**config.mk**
```make
export PLATFORM = sky130hd
export DESIGN_NAME = multicycle_control
export DESIGN_NICKNAME = d
export VERILOG_FILES = /design/src/rtl/mc_ctrl_pkg.sv /design/src/rtl/mc_ctrl_decode.sv /design/src/rtl/multicycle_control.sv
export SDC_FILE = /design/constraint.sdc
export NUM_CORES = 1
export LEC_CHECK = 0
export BUFFER_PORTS_ARGS = -buffer_cell sky130_fd_sc_hd__buf_2
export CAP_MARGIN = 20
export CORE_ASPECT_RATIO = 1.75
export CORE_MARGIN = 5
export CORE_UTILIZATION = 52
export CTS_CLUSTER_DIAMETER = 200
export DETAILED_ROUTE_END_ITERATION = 8
export PLACE_DENSITY = 0.8
export SKIP_CTS_REPAIR_TIMING = 1
export SLEW_MARGIN = 20
export SYNTH_ARGS = -nofsm -noshare
export SYNTH_HDL_FRONTEND = slang
export SYNTH_HIERARCHICAL = 1
export SYNTH_SLANG_ARGS = --single-unit
```
**constraint.sdc**
```tcl
create_clock -name clk -period 2.1 [get_ports clk]
set_input_delay 0.105 -clock clk [delete_from_list [all_inputs] [get_ports clk]]
set_output_delay 0.105 -clock clk [all_outputs]
set_load 0.02 [all_outputs]
```
**src/rtl/mc_ctrl_pkg.sv**
```systemverilog
// Shared types and field encodings for the multi-cycle MIPS main controller.
// State encodings are fixed because the debug port exposes them directly.
package mc_ctrl_pkg;

    typedef enum logic [3:0] {
        S_FETCH    = 4'd0,
        S_DECODE   = 4'd1,
        S_MEM_ADDR = 4'd2,
        S_MEM_RD   = 4'd3,
        S_MEM_WB   = 4'd4,
        S_MEM_WR   = 4'd5,
        S_EXEC     = 4'd6,
        S_R_WB     = 4'd7,
        S_BRANCH   = 4'd8,
        S_JUMP     = 4'd9,
        S_ADDI_EX  = 4'd10,
        S_ADDI_WB  = 4'd11
    } state_t;

    localparam logic [1:0] ALUOP_ADD   = 2'b00;
    localparam logic [1:0] ALUOP_SUB   = 2'b01;
    localparam logic [1:0] ALUOP_FUNCT = 2'b10;

    localparam logic [1:0] SRCB_REG_B   = 2'b00;
    localparam logic [1:0] SRCB_FOUR    = 2'b01;
    localparam logic [1:0] SRCB_IMM     = 2'b10;
    localparam logic [1:0] SRCB_IMM_SL2 = 2'b11;

    localparam logic [1:0] PCSRC_ALU    = 2'b00;
    localparam logic [1:0] PCSRC_ALUOUT = 2'b01;
    localparam logic [1:0] PCSRC_JUMP   = 2'b10;

    typedef struct packed {
        logic       pc_write;
        logic       pc_write_cond;
        logic       ir_write;
        logic       reg_write;
        logic       mem_read;
        logic       mem_write;
        logic       i_or_d;
        logic       mem_to_reg;
        logic       reg_dst;
        logic       alu_src_a;
        logic [1:0] alu_src_b;
        logic [1:0] alu_op;
        logic [1:0] pc_source;
        logic       illegal_op;
    } ctrl_t;

    // An instruction retires on the edge that leaves one of its final states.
    function automatic logic retires(input state_t s, input logic ready);
        case (s)
            S_R_WB, S_MEM_WB, S_BRANCH, S_JUMP, S_ADDI_WB: retires = 1'b1;
            S_MEM_WR:                                      retires = ready;
            default:                                       retires = 1'b0;
        endcase
    endfunction

endpackage

```
**src/rtl/mc_ctrl_decode.sv**
```systemverilog
// Combinational control-word decode of the registered state, gated by
// mem_ready in the memory states and by opcode in DECODE.
module mc_ctrl_decode
    import mc_ctrl_pkg::*;
#(
    parameter logic [5:0] OP_R    = 6'd0,
    parameter logic [5:0] OP_LW   = 6'd35,
    parameter logic [5:0] OP_SW   = 6'd43,
    parameter logic [5:0] OP_BEQ  = 6'd4,
    parameter logic [5:0] OP_ADDI = 6'd8,
    parameter logic [5:0] OP_J    = 6'd2
) (
    input  state_t     i_state,
    input  logic       i_mem_ready,
    input  logic [5:0] i_opcode,
    input  logic       i_reset,
    output ctrl_t      o_ctrl
);

    logic w_known_op;

    always_comb begin
        w_known_op = (i_opcode == OP_R)   || (i_opcode == OP_LW)  ||
                     (i_opcode == OP_SW)  || (i_opcode == OP_BEQ) ||
                     (i_opcode == OP_ADDI)|| (i_opcode == OP_J);
    end

    always_comb begin
        o_ctrl = '0;
        case (i_state)
            S_FETCH: begin
                o_ctrl.mem_read  = 1'b1;
                o_ctrl.alu_src_b = SRCB_FOUR;
                o_ctrl.alu_op    = ALUOP_ADD;
                o_ctrl.pc_source = PCSRC_ALU;
                o_ctrl.ir_write  = i_mem_ready;
                o_ctrl.pc_write  = i_mem_ready;
            end
            S_DECODE: begin
                o_ctrl.alu_src_b  = SRCB_IMM_SL2;
                o_ctrl.alu_op     = ALUOP_ADD;
                o_ctrl.illegal_op = ~w_known_op;
            end
            S_MEM_ADDR, S_ADDI_EX: begin
                o_ctrl.alu_src_a = 1'b1;
                o_ctrl.alu_src_b = SRCB_IMM;
                o_ctrl.alu_op    = ALUOP_ADD;
            end
            S_MEM_RD: begin
                o_ctrl.mem_read = 1'b1;
                o_ctrl.i_or_d   = 1'b1;
            end
            S_MEM_WB: begin
                o_ctrl.reg_write  = 1'b1;
                o_ctrl.mem_to_reg = 1'b1;
            end
            S_MEM_WR: begin
                o_ctrl.mem_write = 1'b1;
                o_ctrl.i_or_d    = 1'b1;
            end
            S_EXEC: begin
                o_ctrl.alu_src_a = 1'b1;
                o_ctrl.alu_src_b = SRCB_REG_B;
                o_ctrl.alu_op    = ALUOP_FUNCT;
            end
            S_R_WB: begin
                o_ctrl.reg_write = 1'b1;
                o_ctrl.reg_dst   = 1'b1;
            end
            S_BRANCH: begin
                o_ctrl.alu_src_a     = 1'b1;
                o_ctrl.alu_src_b     = SRCB_REG_B;
                o_ctrl.alu_op        = ALUOP_SUB;
                o_ctrl.pc_write_cond = 1'b1;
                o_ctrl.pc_source     = PCSRC_ALUOUT;
            end
            S_JUMP: begin
                o_ctrl.pc_write  = 1'b1;
                o_ctrl.pc_source = PCSRC_JUMP;
            end
            S_ADDI_WB: begin
                o_ctrl.reg_write = 1'b1;
            end
            default: o_ctrl = '0;
        endcase

        // Reset kills enables combinationally so an in-flight access is dropped at once.
        if (i_reset) begin
            o_ctrl.pc_write      = 1'b0;
            o_ctrl.pc_write_cond = 1'b0;
            o_ctrl.ir_write      = 1'b0;
            o_ctrl.reg_write     = 1'b0;
            o_ctrl.mem_read      = 1'b0;
            o_ctrl.mem_write     = 1'b0;
            o_ctrl.illegal_op    = 1'b0;
        end
    end

endmodule

```
**src/rtl/multicycle_control.sv**
```systemverilog
// Multi-cycle MIPS main controller: state register, next-state logic and
// retired-instruction counter around the control-word decoder.
module multicycle_control
    import mc_ctrl_pkg::*;
#(
    parameter logic [5:0] OP_R    = 6'd0,
    parameter logic [5:0] OP_LW   = 6'd35,
    parameter logic [5:0] OP_SW   = 6'd43,
    parameter logic [5:0] OP_BEQ  = 6'd4,
    parameter logic [5:0] OP_ADDI = 6'd8,
    parameter logic [5:0] OP_J    = 6'd2,
    parameter int         CNT_W   = 32
) (
    input  logic             clk,
    input  logic             reset,
    input  logic [5:0]       opcode,
    input  logic             mem_ready,
    output logic             pc_write,
    output logic             pc_write_cond,
    output logic             ir_write,
    output logic             reg_write,
    output logic             mem_read,
    output logic             mem_write,
    output logic             i_or_d,
    output logic             mem_to_reg,
    output logic             reg_dst,
    output logic             alu_src_a,
    output logic [1:0]       alu_src_b,
    output logic [1:0]       alu_op,
    output logic [1:0]       pc_source,
    output logic             illegal_op,
    output logic [3:0]       state,
    output logic [CNT_W-1:0] instr_count
);

    state_t           r_state;
    state_t           w_next_state;
    logic [CNT_W-1:0] r_instr_count;
    ctrl_t            w_ctrl;

    always_ff @(posedge clk or posedge reset) begin
        if (reset) begin
            r_state       <= S_FETCH;
            r_instr_count <= '0;
        end else begin
            r_state <= w_next_state;
            if (retires(r_state, mem_ready))
                r_instr_count <= r_instr_count + CNT_W'(1);
        end
    end

    always_comb begin
        w_next_state = r_state;
        case (r_state)
            S_FETCH:
                if (mem_ready) w_next_state = S_DECODE;
            S_DECODE: begin
                if (opcode == OP_LW || opcode == OP_SW) w_next_state = S_MEM_ADDR;
                else if (opcode == OP_R)                w_next_state = S_EXEC;
                else if (opcode == OP_BEQ)              w_next_state = S_BRANCH;
                else if (opcode == OP_ADDI)             w_next_state = S_ADDI_EX;
                else if (opcode == OP_J)                w_next_state = S_JUMP;
                else                                    w_next_state = S_FETCH;
            end
            // Opcode is re-read here; anything other than LW/SW abandons to FETCH.
            S_MEM_ADDR: begin
                if (opcode == OP_LW)      w_next_state = S_MEM_RD;
                else if (opcode == OP_SW) w_next_state = S_MEM_WR;
                else                      w_next_state = S_FETCH;
            end
            S_MEM_RD:
                if (mem_ready) w_next_state = S_MEM_WB;
            S_MEM_WR:
                if (mem_ready) w_next_state = S_FETCH;
            S_EXEC:    w_next_state = S_R_WB;
            S_ADDI_EX: w_next_state = S_ADDI_WB;
            S_MEM_WB, S_R_WB, S_BRANCH, S_JUMP, S_ADDI_WB:
                w_next_state = S_FETCH;
            default:   w_next_state = S_FETCH;
        endcase
    end

    mc_ctrl_decode #(
        .OP_R    (OP_R),
        .OP_LW   (OP_LW),
        .OP_SW   (OP_SW),
        .OP_BEQ  (OP_BEQ),
        .OP_ADDI (OP_ADDI),
        .OP_J    (OP_J)
    ) u_decode (
        .i_state     (r_state),
        .i_mem_ready (mem_ready),
        .i_opcode    (opcode),
        .i_reset     (reset),
        .o_ctrl      (w_ctrl)
    );

    assign pc_write      = w_ctrl.pc_write;
    assign pc_write_cond = w_ctrl.pc_write_cond;
    assign ir_write      = w_ctrl.ir_write;
    assign reg_write     = w_ctrl.reg_write;
    assign mem_read      = w_ctrl.mem_read;
    assign mem_write     = w_ctrl.mem_write;
    assign i_or_d        = w_ctrl.i_or_d;
    assign mem_to_reg    = w_ctrl.mem_to_reg;
    assign reg_dst       = w_ctrl.reg_dst;
    assign alu_src_a     = w_ctrl.alu_src_a;
    assign alu_src_b     = w_ctrl.alu_src_b;
    assign alu_op        = w_ctrl.alu_op;
    assign pc_source     = w_ctrl.pc_source;
    assign illegal_op    = w_ctrl.illegal_op;
    assign state         = r_state;
    assign instr_count   = r_instr_count;

endmodule

```
# After elaboration in Yosys (flattened, before gate mapping)
# Index checks and enable logic that the tools add are counted.
# word_totals
register_bits	36
inputBits	9
output_inout_bits	53
word_cells	65
# classes
addsub	1
eq_ne	19
muxes	27
bitwise	1
reduce_logical	15
# op_table
cell	n
$add 32x1->32 const B	1
$mux 4	8
$pmux 4 s7	1
$pmux 4 s5	1
$eq 4x3->1 const B	4
$eq 4x4->1 const B	4
$eq 6x6->1 const B	2
$mux 1	11
$eq 4x2->1 const B	2
$eq 6x2->1 const B	1
$eq 6x3->1 const B	1
$eq 6x4->1 const B	1
$logic_not 6->1	1
$logic_or 1x1->1	6
$mux 3	2
$mux 6	1
$ne 2x2->1 const B	3
$reduce_or 2->1	3
$reduce_or 5->1	1
$eq 4x1->1 const B	1
$logic_not 4->1	1
$pmux 1 s2	2
$pmux 2 s2	1
$reduce_or 4->1	1
3 further kinds	3

# Longest topological paths before layout
# Gate-level depths: netlist (run 1).
# logic_depth
ltp_word	9
depth_mapped	7
depth_no_buf	5

# By module
# The synthesis (run 1) kept the hierarchy.
# modules_own_cells
mod	instances	cells_per_inst	area_per_inst_um2	seq_area_each_um2
multicycle_control	1	181	1843.0	900.9
mc_ctrl_decode	1	40	264.0	0.0

# Worst setup path after synthesis (run 1)
# Ideal clock, no wire load.
# synth_timing
kind	register to register
startpoint	reg r_state[0], in the netlist state[0]
endpoint	reg r_instr_count[17], in the netlist instr_count[17]
setup_ns	0.134
t_arrival_ns	1.736
required_time_ns	1.966
setup_slack_ns	0.229
stages_incl_launch_ff	8
path_buffers	2
synth_period_minus_slack_ns	1.871
path_cell_list	dfrtp_1 buf_2 nor4b_1 and4bb_2 buf_4 nand3_4 or2b_1 xnor2_1
# synth_between
elab_chain_cells	3
elab_cells_between_ends	8
classes_between	6 x eq/ne; 1 x mux; 1 x reduce/logical
# synth_lines
element	line	text
from (decl)	multicycle_control.sv:36	state_t r_state;
from (signal assigned)	multicycle_control.sv:46	r_state <= w_next_state;
$eq 4x4->1 or $eq 4x3->1 (tied branches)	mc_ctrl_pkg.sv:52	case (s)
$reduce_or 5->1	mc_ctrl_pkg.sv:52	
$pmux 1 s2 *	mc_ctrl_pkg.sv:52	
to (signal assigned)	multicycle_control.sv:48	r_instr_count <= r_instr_count + CNT_W'(1);
to (decl)	multicycle_control.sv:38	logic [CNT_W-1:0] r_instr_count;
# Every way passes the cells marked *; elsewhere a longest branch is shown, timed or not.
# A chain may end at the register's enable or synchronous reset.

# Final worst setup path (run 1)
# layout_timing
startpoint	reg r_instr_count[5], in the netlist instr_count[5]
endpoint	reg r_instr_count[30], in the netlist instr_count[30]
# layout_between
elab_chain_cells	1
# layout_lines
element	line
$add 32x1->32	multicycle_control.sv:48
# Every way passes these cells.

==> summary.md, run 1 <==
| Metric | Value |
|---|---|
| Status | finished with violations |
| Failing checks | negative hold slack |
| WL final | 4.878 mm |
| Worst slack, placed | 0.2044 ns |
| CTS tree | done |
| Leak Pwr | roughly 1.3 nW |
| Slowest stage cell, crit path | dfrtp_1 |
| Layout Nets | just under 300 |
| Drt first pass iters | 4 |
| Clock power frac | between 20% and 30% |
| VDD IR-drop max | roughly 540 uV |
| GPL Wtd Cong | roughly 0.78 |
| Part of the cycle the worst path needs | around nine tenths |
| CTS H-tree lvls | 2 |
| Share of cells above drive strength 1 | approximately 30% |
| Setup TNS | 0 ns |
| Vias in the first global route | 1831 |
| Netlist cell types | 48 |
| Syn Area/Cell | between 9 and 10 um^2 |
| Syn. warnings | 6 |
| Combinational power share | between 20% and 30% |
| Worst-Margin Slew | between 0.6 and 0.7 ns |
| Post-synthesis cell count | ~220 |
| Antenna violations before repair | 0 |
| Hold crit path type | input pin to async pin |
| Total gr overflow | 0 |
| Routed len/inst | approximately 15 um |
| Io pins | 62 |
| Remaining DRCs | 0 |
| Crit. End Element | flip-flop |
| Largest net degree at the start of global routing | 25 |
| Clock sinks | 36 |
| Final Core Density | between 60% and 70% |
| Fmax | ~530 MHz |
| Setup Skew | between 0.004 and 0.005 ns |
| Most frequent CP cell | nand4_1 |
| Clock Tree Root | clkbuf_8 |
| Via count | 1833 |
| Reg clk slew, reported paths | approximately 0.070 ns |
| First-pass GRT wire length | between 8 and 9 mm |
| Via density | 5.505 |
| MaxCap Viol Count | 0 |
| Main synth FF type | dfrtp_1 |
| Gr usage total | between 10% and 20% |
| Worst path required time | roughly 2.3 ns |
| Max incr delay on CP | ~0.46 ns |
| WP buf/inv | 0 |
| CP Class | flip-flop to flip-flop |
| Sequential group share of total power | between 40% and 50% |
| Synth Area in XOR/XNOR | about 14% |
| Largest family of logic cells by synthesized area | simple AND/OR/NAND/NOR gates |
| Mux share of post-synthesis cell area | between 1 and 1.5% |
| EDFF count, synth | 0 |
| Net switching power | roughly 0.00061 W |
| Cell Pwr Density | a little under 700 nW/um^2 |
| Die X-Extent | around 58 um |
| Startpoint types | flip-flop |
| Ant diodes | 0 |
| Placed Area | approximately 2500 um^2 |
| DRT iter0 DRCs | 87 |
| Crit path DAT | 2.07 ns |
| Die span in y | approximately 94 um |
| Async S/R FF share, synth | 100.0% |
| IO buf count | 61 |
| Adder-cell share of the synthesized area | between 1 and 1.5% |
| Sw Ratio | about a third |
| Final hold vios | 15 |
| Max-slew headroom | slightly below 60% |
| Setup ws final | about 0.20 ns |
| Clk buf depth | 2 |
| Core area | between 3000 and 4000 um^2 |
| Setup-failing EPs final | 0 |
| RSZ-0062 raised after global routing | no |
| Final instance area | 2550 um^2 |
| Worst skew pair latency | 0.29 ns |
| DIE AREA | around 5500 um^2 |
| Slew Viols, Final | 0 |
| Post-DP HPWL | 3.677 mm |
| Starting Density | about 54% |
| Sequential-to-total area share from yosys stat | a little over two fifths |
| Compound-gate portion of the synthesized area | about 6% |
| Most frequent cells in the layout | 61 x buf_2, 36 x dfrtp_1, 24 x xnor2_1, 23 x nand2_1, 21 x nor2_1 |
| Min Clock Period, post-route | about 1.9 ns |
| CTS Buf Count | 5 |
| Internal | 0.001149 W |
| Syn nets | about 230 |
| Most common cell after layout, fill and taps aside | buf_2 |
| Synth-to-Final Area Change | 21.02% |
| Final hold slack | -0.05369 ns |
| Simple-gate portion of the synthesized area | between 30% and 40% |
| Row count | 30 |
| Crit Path Max Fanout | 9 |
| Routed Antenna Nets | 0 |
| Worst path cell trace | nand4_1, nor3_2, and4_1, nand4_1, xnor2_1 |
| Top delay family on crit path | simple AND/OR/NAND/NOR gates |
| Synth Register Bits | 36 |
| Synthesized area | 2107 um^2 |
==> state kept, by name, indices dropped and copies added, names as in the netlist <==
signal       count
state            4
instr_count     32
==> power by group through the flow <==
| stage | Sequential, W | Combinational, W | Clock (W) |
|---|---|---|---|
| 2_1_floorplan | 0.000847 | 0.000305 | 0 |
| 3_3_place_gp | 0.000798 | 0.000503 | 0 |
| 3_5_place_dp | 0.000800 | 0.000515 | 0 |
| 4_1_cts | 0.000787 | 0.000518 | 0.000472 |
| 5_1_grt | 0.000796 | 0.000570 | 0.000498 |
| 6_report | 0.000789 | 0.000516 | 0.000459 |
==> logic make-up (layout without fill, tap and decap cells) <==
| logic type | Yosys count | in the layout |
|---|---|---|
| compound gates | 19 | 19 |
| xor+xnor | 34 | 34 |
| fa+ha+maj | 2 | 2 |
| buf+inv | 15 | 79 |
| flops | 36 | 36 |
| mux | 2 | 2 |
| simple gates | 113 | 113 |
==> Yosys cell counts (all sizes together), types with 2 or more instances <==
library cell	instances	area, um^2
a2111oi	2	17.52
a21oi	6	30.03
and3	6	37.54
and4	5	47.55
buf	9	53.80
dfrtp	36	900.9
inv	5	18.77
nand2	23	86.33
nand2b	6	37.54
nand3	16	92.59
nand4	7	58.81
nand4b	2	17.52
nor2	21	78.83
nor3	14	80.08
nor3b	2	15.01
nor4	2	12.51
nor4b	2	32.53
o21ai	2	10.01
or2b	2	15.01
xnor2	24	210.2
xor2	10	87.58
==> worst paths after layout <==
| path | from | to | slack (ns) | depth (start not counted) |
|---|---|---|---|---|
| setup / recovery | instr_count[5]$_DFFE_PP0P_ | instr_count[30]$_DFFE_PP0P_ | 0.20 | 5 |
| max in group asynchronous | reset | state[1]$_DFFE_PP0P_ | 1.62 | 3 |
| hold / removal | reset | instr_count[5]$_DFFE_PP0P_ | -0.05 | 2 |
| setup reg to reg | instr_count[5]$_DFFE_PP0P_ | instr_count[30]$_DFFE_PP0P_ | 0.20 | 5 |
| min in group clk | opcode[1] | state[3]$_DFFE_PP0P_ | 0.23 | 3 |
| hold reg to reg | instr_count[31]$_DFFE_PP0P_ | instr_count[31]$_DFFE_PP0P_ | 0.48 | 1 |
==> worst reg2reg max path, stage by stage (launching register included) <==
cell and delay (ns):
dfrtp_1 0.46, nand4_1 0.22, nor3_2 0.35, and4_1 0.45, nand4_1 0.16, xnor2_1 0.15
==> stage by stage <==
stage | total power, W | cells
after floorplan | 0.001152 | 221
after global placement | 0.001301 | 326
after detailed placement | 0.001315 | 326
after CTS | 0.001778 | 333
after global routing | 0.001864 | 333
final | 0.001764 | 333
==> routing by layer <==
| metal | part of all wire [%] | wire [um] | vias up | track usage [%] |
|---|---|---|---|---|
| met2 | 52 | 2542 | 55 | 33.58 |
| met1 | 40 | 1931 | 873 | 21.17 |
| met3 | 6.8 | 330 | 7 | 4.952 |
| met5 | 0 | 0 | - | 0 |
| li1 | - | - | 898 | - |
| met4 | 1.5 | 73 | 0 | 7.737 |
==> area by class of cell <==
class,count,area (um^2)
Fill cell,354,1354
Multi-Input combinational cell,170,1130
Sequential cell,36,900.9
Timing Repair Buffer,67,362.8
Clock buffer,6,72.57
Tap cell,48,60.06
Inverter,5,18.77
Clock inverter,1,5.005
Note: power is estimated with default switching activity, not from simulation.
==> run 2, diff against run 1 <==
--- a/config.mk
+++ b/config.mk
@@ -5,11 +5,12 @@
 export SDC_FILE = /design/constraint.sdc
 export NUM_CORES = 1
 export LEC_CHECK = 0
-export BUFFER_PORTS_ARGS = -buffer_cell sky130_fd_sc_hd__buf_2
+export BUFFER_PORTS_ARGS = -buffer_cell sky130_fd_sc_hd__buf_4
 export CAP_MARGIN = 20
 export CORE_ASPECT_RATIO = 1.75
 export CORE_MARGIN = 5
 export CORE_UTILIZATION = 52
+export CTS_BUF_LIST = sky130_fd_sc_hd__clkbuf_16
 export CTS_CLUSTER_DIAMETER = 200
 export DETAILED_ROUTE_END_ITERATION = 8
 export PLACE_DENSITY = 0.8
==> summary.md, run 2 (synthesis gave the netlist of run 1 again) <==
| Metric | Value |
|---|---|
| Sequential group share of total power | 36.4% (was 44.7%) |
| Starting Density | 53.97% (unchanged) |
| Via count | 1864 (was 1833) |
| WP buf/inv | 0 (unchanged) |
| Gr usage total | 20.40% (was 19.05%) |
| IO buf count | 61 (unchanged) |
| Setup Skew | 0.004587 ns (was 0.004971 ns) |
| Top delay family on crit path | simple AND/OR/NAND/NOR gates (unchanged) |
| DRT iter0 DRCs | 50 (was 87) |
| Most frequent cells in the layout | 67 x buf_4, 36 x dfrtp_1, 24 x xnor2_1, 23 x nand2_1, 21 x nor2_1 (was 61 x buf_2, 36 x dfrtp_1, 24 x xnor2_1, 23 x nand2_1, 21 x nor2_1) |
| Largest net degree at the start of global routing | 31 (was 25) |
| Max incr delay on CP | 0.47 ns (was 0.46 ns) |
| CTS tree | done (unchanged) |
| Reg clk slew, reported paths | 0.06 ns (was 0.07 ns) |
| Total gr overflow | 0 (unchanged) |
| Max-slew headroom | 69.34% (was 57.87%) |
| Via density | 5.564 (was 5.505) |
| Part of the cycle the worst path needs | 91.53% (was 90.32%) |
| CTS Buf Count | 5 (unchanged) |
| Synth-to-Final Area Change | 32.24% (was 21.02%) |
| R2r endpoint | instr_count[30]$_DFFE_PP0P_ (unchanged) |
| RSZ-0062 raised after global routing | no (unchanged) |
| Most frequent CP cell | nand4_1 (unchanged) |
| Worst-Margin Slew | 0.4483 ns (was 0.6312 ns) |
| Setup TNS | 0 ns (unchanged) |
| Crit. Startpoint | instr_count[6]$_DFFE_PP0P_ (was instr_count[5]$_DFFE_PP0P_) |
| Max FFs per register | 32 (unchanged) |
| Status | completed (was finished with violations) |
| Final hold slack | 0.1851 ns (was -0.05369 ns) |
| Crit. End Element | flip-flop (unchanged) |
| Worst path required time | 2.26 ns (was 2.27 ns) |
| Routed len/inst | 15.54 um (was 14.65 um) |
| GPL Wtd Cong | 0.8262 (was 0.7839) |
| Slowest stage cell, crit path | and4_1 (was dfrtp_1) |
| Ant diodes | 0 (unchanged) |
| Die span in y | 94.21 um (unchanged) |
| Antenna violations before repair | 0 (unchanged) |
| Routed Antenna Nets | 0 (unchanged) |
| Io pins | 62 (unchanged) |
| Non-filler cells, final | 335 (was 333) |
| CP Class | flip-flop to flip-flop (unchanged) |
| Fmax | 520.3 MHz (was 527.2 MHz) |
| DIE AREA | 5475 um^2 (unchanged) |
| Reg2reg setup slack | 0.18 ns (was 0.20 ns) |
| Net switching power | 0.0006684 W (was 0.0006146 W) |
| Layout Nets | 296 (was 295) |
| Leak Pwr | 1.341 nW (was 1.288 nW) |
| Sw Ratio | 30.45% (was 34.85%) |
| Placed Area | 2613 um^2 (was 2472 um^2) |
| Internal | 0.001526 W (was 0.001149 W) |
| Worst reg2reg path depth | 5 (unchanged) |
| Clk buf depth | 2 (unchanged) |
| Reg2Reg Launch Point | instr_count[6]$_DFFE_PP0P_ (was instr_count[5]$_DFFE_PP0P_) |
| Clock Tree Root | clkbuf_16 (was clkbuf_8) |
| Row count | 30 (unchanged) |
| Final instance area | 2786 um^2 (was 2550 um^2) |
| Crit path DAT | 2.08 ns (was 2.07 ns) |
| Startpoint types | flip-flop (unchanged) |
| Fill count | 315 (was 354) |
| Slew Viols, Final | 0 (unchanged) |
| MaxCap Viol Count | 0 (unchanged) |
| Core area | 3904 um^2 (unchanged) |
| Clock power frac | 37.5% (was 26.0%) |
| DP Cell Count | 326 (unchanged) |
| CTS H-tree lvls | 2 (unchanged) |
| Crit Path Max Fanout | 9 (unchanged) |
| Hold Crit Start | opcode[1] |
| Combinational power share | 26.2% (was 29.2%) |
| Most common cell after layout, fill and taps aside | buf_4 (was buf_2) |
| Worst skew pair latency | 0.28 ns (was 0.29 ns) |
| WL final | 5.207 mm (was 4.878 mm) |
| Share of cells above drive strength 1 | 29.97% (was 29.82%) |
| Drt first pass iters | 4 (unchanged) |
| Die X-Extent | 58.12 um (unchanged) |
| Remaining DRCs | 0 (unchanged) |
| Post-DP HPWL | 3.797 mm (was 3.677 mm) |
| Final Core Density | 71.38% (was 65.32%) |
| Setup-failing EPs final | 0 (unchanged) |
| Final hold vios | 0 (was 15) |
| First-pass GRT wire length | 8.569 mm (was 8.204 mm) |
| VDD IR-drop max | 948.9 uV (was 542.5 uV) |
| Hold crit path type | input pin to flip-flop (was input pin to async pin) |
| Vias in the first global route | 1816 (was 1831) |
| Worst Hold Path Cells | 3 |
| Min Clock Period, post-route | 1.922 ns (was 1.897 ns) |
| Clock sinks | 36 (unchanged) |
| Worst path cell trace | nand4_1, nor3_2, and4_1, nand4_1, xnor2_1 (unchanged) |
| Cell Pwr Density | 787.7 nW/um^2 (was 691.7 nW/um^2) |
| Min-Delay Endpoint | state[3]$_DFFE_PP0P_ |
run 2: cell types whose count changed in the layout (fill, tap and decap cells not counted), moves of 5 or more:
cell	delta
buf_2	-61
buf_4	+62
clkbuf_16	+5
clkbuf_8	-5
run 2: power by group through the flow:
stage	Clock [W]	Sequential [W]	Combinational, W
2_1_floorplan	0	0.000847	0.000305
3_3_place_gp	0	0.000802	0.000559
3_5_place_dp	0	0.000803	0.000566
4_1_cts	0.000842	0.000798	0.000578
5_1_grt	0.000868	0.000807	0.000621
6_report	0.000822	0.000799	0.000574
run 2: final cells by class:
| cell class | count | area, um^2 | share of cell area [%] |
|---|---|---|---|
| Multi-Input combinational cell | 170 | 1130 | 40.55 |
| Sequential cell | 36 | 900.9 | 32.33 |
| Timing Repair Buffer | 68 | 513.0 | 18.41 |
| Clock buffer | 5 | 125.1 | 4.490 |
| Tap cell | 48 | 60.06 | 2.155 |
| Clock inverter | 3 | 38.79 | 1.392 |
| Inverter | 5 | 18.77 | 0.6736 |
run 2: routing by layer:
layer / up-vias / wire length, um / part of all wire (%) / GRT usage [%]
met2: 60 / 2830 / 54 / 36.23
met5: - / 0 / 0 / 0
met4: 0 / 134 / 2.6 / 9.865
met1: 887 / 1924 / 37 / 22.29
met3: 13 / 317 / 6.1 / 4.402
li1: 904 / - / - / -
run 2: how the worst max path moves through the flow:
stage	end	cells after the start	slack [ns]
final	instr_count[30]$_DFFE_PP0P_	5	0.18
after floorplan	instr_count[17]$_DFFE_PP0P_	7	0.23
after CTS	instr_count[30]$_DFFE_PP0P_	5	0.17
after global routing	instr_count[30]$_DFFE_PP0P_	5	0.03
after detailed placement	instr_count[30]$_DFFE_PP0P_	5	0.19
after global placement	instr_count[31]$_DFFE_PP0P_	5	0.34
run 2: tightest hold or removal path, cell delays in order:
cell and delay, ns:
buf_4 0.11, nand3_1 0.09, o211ai_1 0.11
run 2: per-stage QoR:
stage	total power (W)	setup WS (ns)
final	0.002195	0.1780
after floorplan	0.001152	0.2293
after CTS	0.002218	0.1693
after global routing	0.002296	0.03496
after global placement	0.001361	0.3449
after detailed placement	0.001369	0.1891
==> run 3, diff against run 2 <==
==> constraint.sdc (replaced) <==
create_clock -name clk -period 2.1 [get_ports clk]
set_input_delay 0.42 -clock clk [delete_from_list [all_inputs] [get_ports clk]]
set_output_delay 0.42 -clock clk [all_outputs]
set_load 0.02 [all_outputs]
==> summary.md, run 3 (synthesis gave the netlist of run 1 again) <==
| Metric | Value |
|---|---|
| Sw Ratio | 31.28% (was 30.45%) |
| Via density | 5.478 (was 5.564) |
| Total gr overflow | 0 (unchanged) |
| Leak Pwr | 1.353 nW (was 1.341 nW) |
| DIE AREA | 5475 um^2 (unchanged) |
| MaxCap Viol Count | 0 (unchanged) |
| Largest net degree at the start of global routing | 37 (was 31) |
| Crit Path Max Fanout | 7 (was 9) |
| Sequential group share of total power | 38.8% (was 36.4%) |
| Core area | 3904 um^2 (unchanged) |
| Die span in y | 94.21 um (unchanged) |
| Cell Pwr Density | 731.3 nW/um^2 (was 787.7 nW/um^2) |
| RSZ-0062 raised after global routing | yes (was no) |
| Routed Antenna Nets | 0 (unchanged) |
| Share of cells above drive strength 1 | 32.30% (was 29.97%) |
| CTS Buf Count | 5 (unchanged) |
| Starting Density | 53.97% (unchanged) |
| Slew Viols, Final | 0 (unchanged) |
| Min Clock Period, post-route | 2.026 ns (was 1.922 ns) |
| Status | completed (unchanged) |
| Crit. End Element | primary output (was flip-flop) |
| Synth-to-Final Area Change | 33.02% (was 32.24%) |
| Via count | 1857 (was 1864) |
| Drt first pass iters | 4 (unchanged) |
| Setup-failing EPs final | 0 (unchanged) |
| Post-DP HPWL | 3.756 mm (was 3.797 mm) |
| Flip-flop and latch area | 903.4 um^2 (was 900.9 um^2) |
| Worst-Margin Slew | 0.4343 ns (was 0.4483 ns) |
| Max-slew headroom | 70.30% (was 69.34%) |
| Final hold vios | 0 (unchanged) |
| Fmax | 493.7 MHz (was 520.3 MHz) |
| Fill count | 324 (was 315) |
| Area occupied by multi-input gates | 1135 um^2 (was 1130 um^2) |
| Worst path required time | 1.68 ns (was 2.26 ns) |
| Io pins | 62 (unchanged) |
| Layout Nets | 301 (was 296) |
| Internal | 0.001409 W (was 0.001526 W) |
| Max FFs per register | 32 (unchanged) |
| First-pass GRT wire length | 8.349 mm (was 8.569 mm) |
| Reg clk slew, reported paths | 0.05 ns (was 0.06 ns) |
| Routed len/inst | 14.83 um (was 15.54 um) |
| Setup ws final | 0.07442 ns (was 0.1780 ns) |
| CP Class | flip-flop to primary output (was flip-flop to flip-flop) |
| Clock power frac | 32.9% (was 37.5%) |
| Most common cell after layout, fill and taps aside | buf_4 (unchanged) |
| Net switching power | 0.0006411 W (was 0.0006684 W) |
| Overall power | 0.002050 W (was 0.002195 W) |
| Remaining DRCs | 0 (unchanged) |
| Worst slack, placed | 0.1620 ns (was 0.1891 ns) |
| Combinational power share | 28.3% (was 26.2%) |
| CTS H-tree lvls | 2 (unchanged) |
| Row count | 30 (unchanged) |
| Setup Skew | 0.002643 ns (was 0.004587 ns) |
| Clk buf depth | 2 (unchanged) |
| Hold crit path type | input pin to async pin (was input pin to flip-flop) |
| Clock Tree Root | clkbuf_16 (unchanged) |
| CTS tree | done (unchanged) |
| Gr usage total | 19.63% (was 20.40%) |
| VDD IR-drop max | 644.7 uV (was 948.9 uV) |
| Antenna violations before repair | 0 (unchanged) |
| DRT iter0 DRCs | 56 (was 50) |
| Startpoint types | flip-flop (unchanged) |
| Worst skew pair latency | 0.27 ns (was 0.28 ns) |
| Vias in the first global route | 1810 (was 1816) |
| Ant diodes | 0 (unchanged) |
| Crit path DAT | 1.61 ns (was 2.08 ns) |
| Die X-Extent | 58.12 um (unchanged) |
| Most frequent cells in the layout | 72 x buf_4, 34 x dfrtp_1, 24 x xnor2_1, 23 x nand2_1, 21 x nor2_1 (was 67 x buf_4, 36 x dfrtp_1, 24 x xnor2_1, 23 x nand2_1, 21 x nor2_1) |
| Clock sinks | 36 (unchanged) |
| WL final | 5.027 mm (was 5.207 mm) |
| Part of the cycle the worst path needs | 96.46% (was 91.53%) |
| IO buf count | 61 (unchanged) |
| GPL Wtd Cong | 0.8108 (was 0.8262) |
## run 3: critical path, stage by stage, from the launching register on
cell and delay (ns):
dfrtp_2 0.40, buf_4 0.16, or3_4 0.36, nor4b_4 0.25, buf_4 0.17
## run 3: final cells by class
type	count	share of cell area, %
Sequential cell	36	32.23
Inverter	5	0.6696
Timing Repair Buffer	73	19.69
Tap cell	48	2.143
Clock inverter	2	0.3125
Clock buffer	5	4.464
Multi-Input combinational cell	170	40.49
## run 3: path summary, 6_finish.rpt
check | startpoint | endpoint | slack, ns | cells after the start
setup reg to reg | state[3]$_DFFE_PP0P_ | instr_count[16]$_DFFE_PP0P_ | 0.16 | 7
min in group clk | instr_count[31]$_DFFE_PP0P_ | instr_count[31]$_DFFE_PP0P_ | 0.48 | 1
hold reg to reg | instr_count[31]$_DFFE_PP0P_ | instr_count[31]$_DFFE_PP0P_ | 0.48 | 1
hold / removal | reset | instr_count[5]$_DFFE_PP0P_ | 0.29 | 3
setup / recovery | state[3]$_DFFE_PP0P_ | ir_write | 0.07 | 4
max in group asynchronous | reset | state[3]$_DFFE_PP0P_ | 1.47 | 3
## run 3: metrics by stage
step | cell area (um^2) | std cells | TNS, ns | utilization [%] | hold slack, ns
2_1_floorplan | 2107 | 221 | 0 | - | 0.5777
3_3_place_gp | 2635 | 329 | 0 | 67.50 | 0.4592
3_5_place_dp | 2635 | 329 | 0 | 67.50 | 0.4675
4_1_cts | 2769 | 336 | -0.1184 | 70.93 | 0.3008
5_1_grt | 2803 | 339 | -0.007562 | 71.79 | 0.3357
6_report | 2803 | 339 | 0 | 71.79 | 0.2912
## run 3: power groups by stage
stage / Clock [W] / Combinational (W) / Sequential, W
2_1_floorplan: 0 / 0.000305 / 0.000847
4_1_cts: 0.000689 / 0.000569 / 0.000795
5_1_grt: 0.000724 / 0.000626 / 0.000804
3_5_place_dp: 0 / 0.000563 / 0.000804
3_3_place_gp: 0 / 0.000556 / 0.000801
6_report: 0.000675 / 0.000580 / 0.000795
## run 3: per-layer routing
layer  GRT usage (%)  vias to the layer above  part of all wire, %
li1                -                      917                    -
met1           21.73                      880                   38
met2           35.28                       55                   54
met3           4.952                        5                  6.9
met4           6.963                        0                  1.4
met5               0                        -                    0
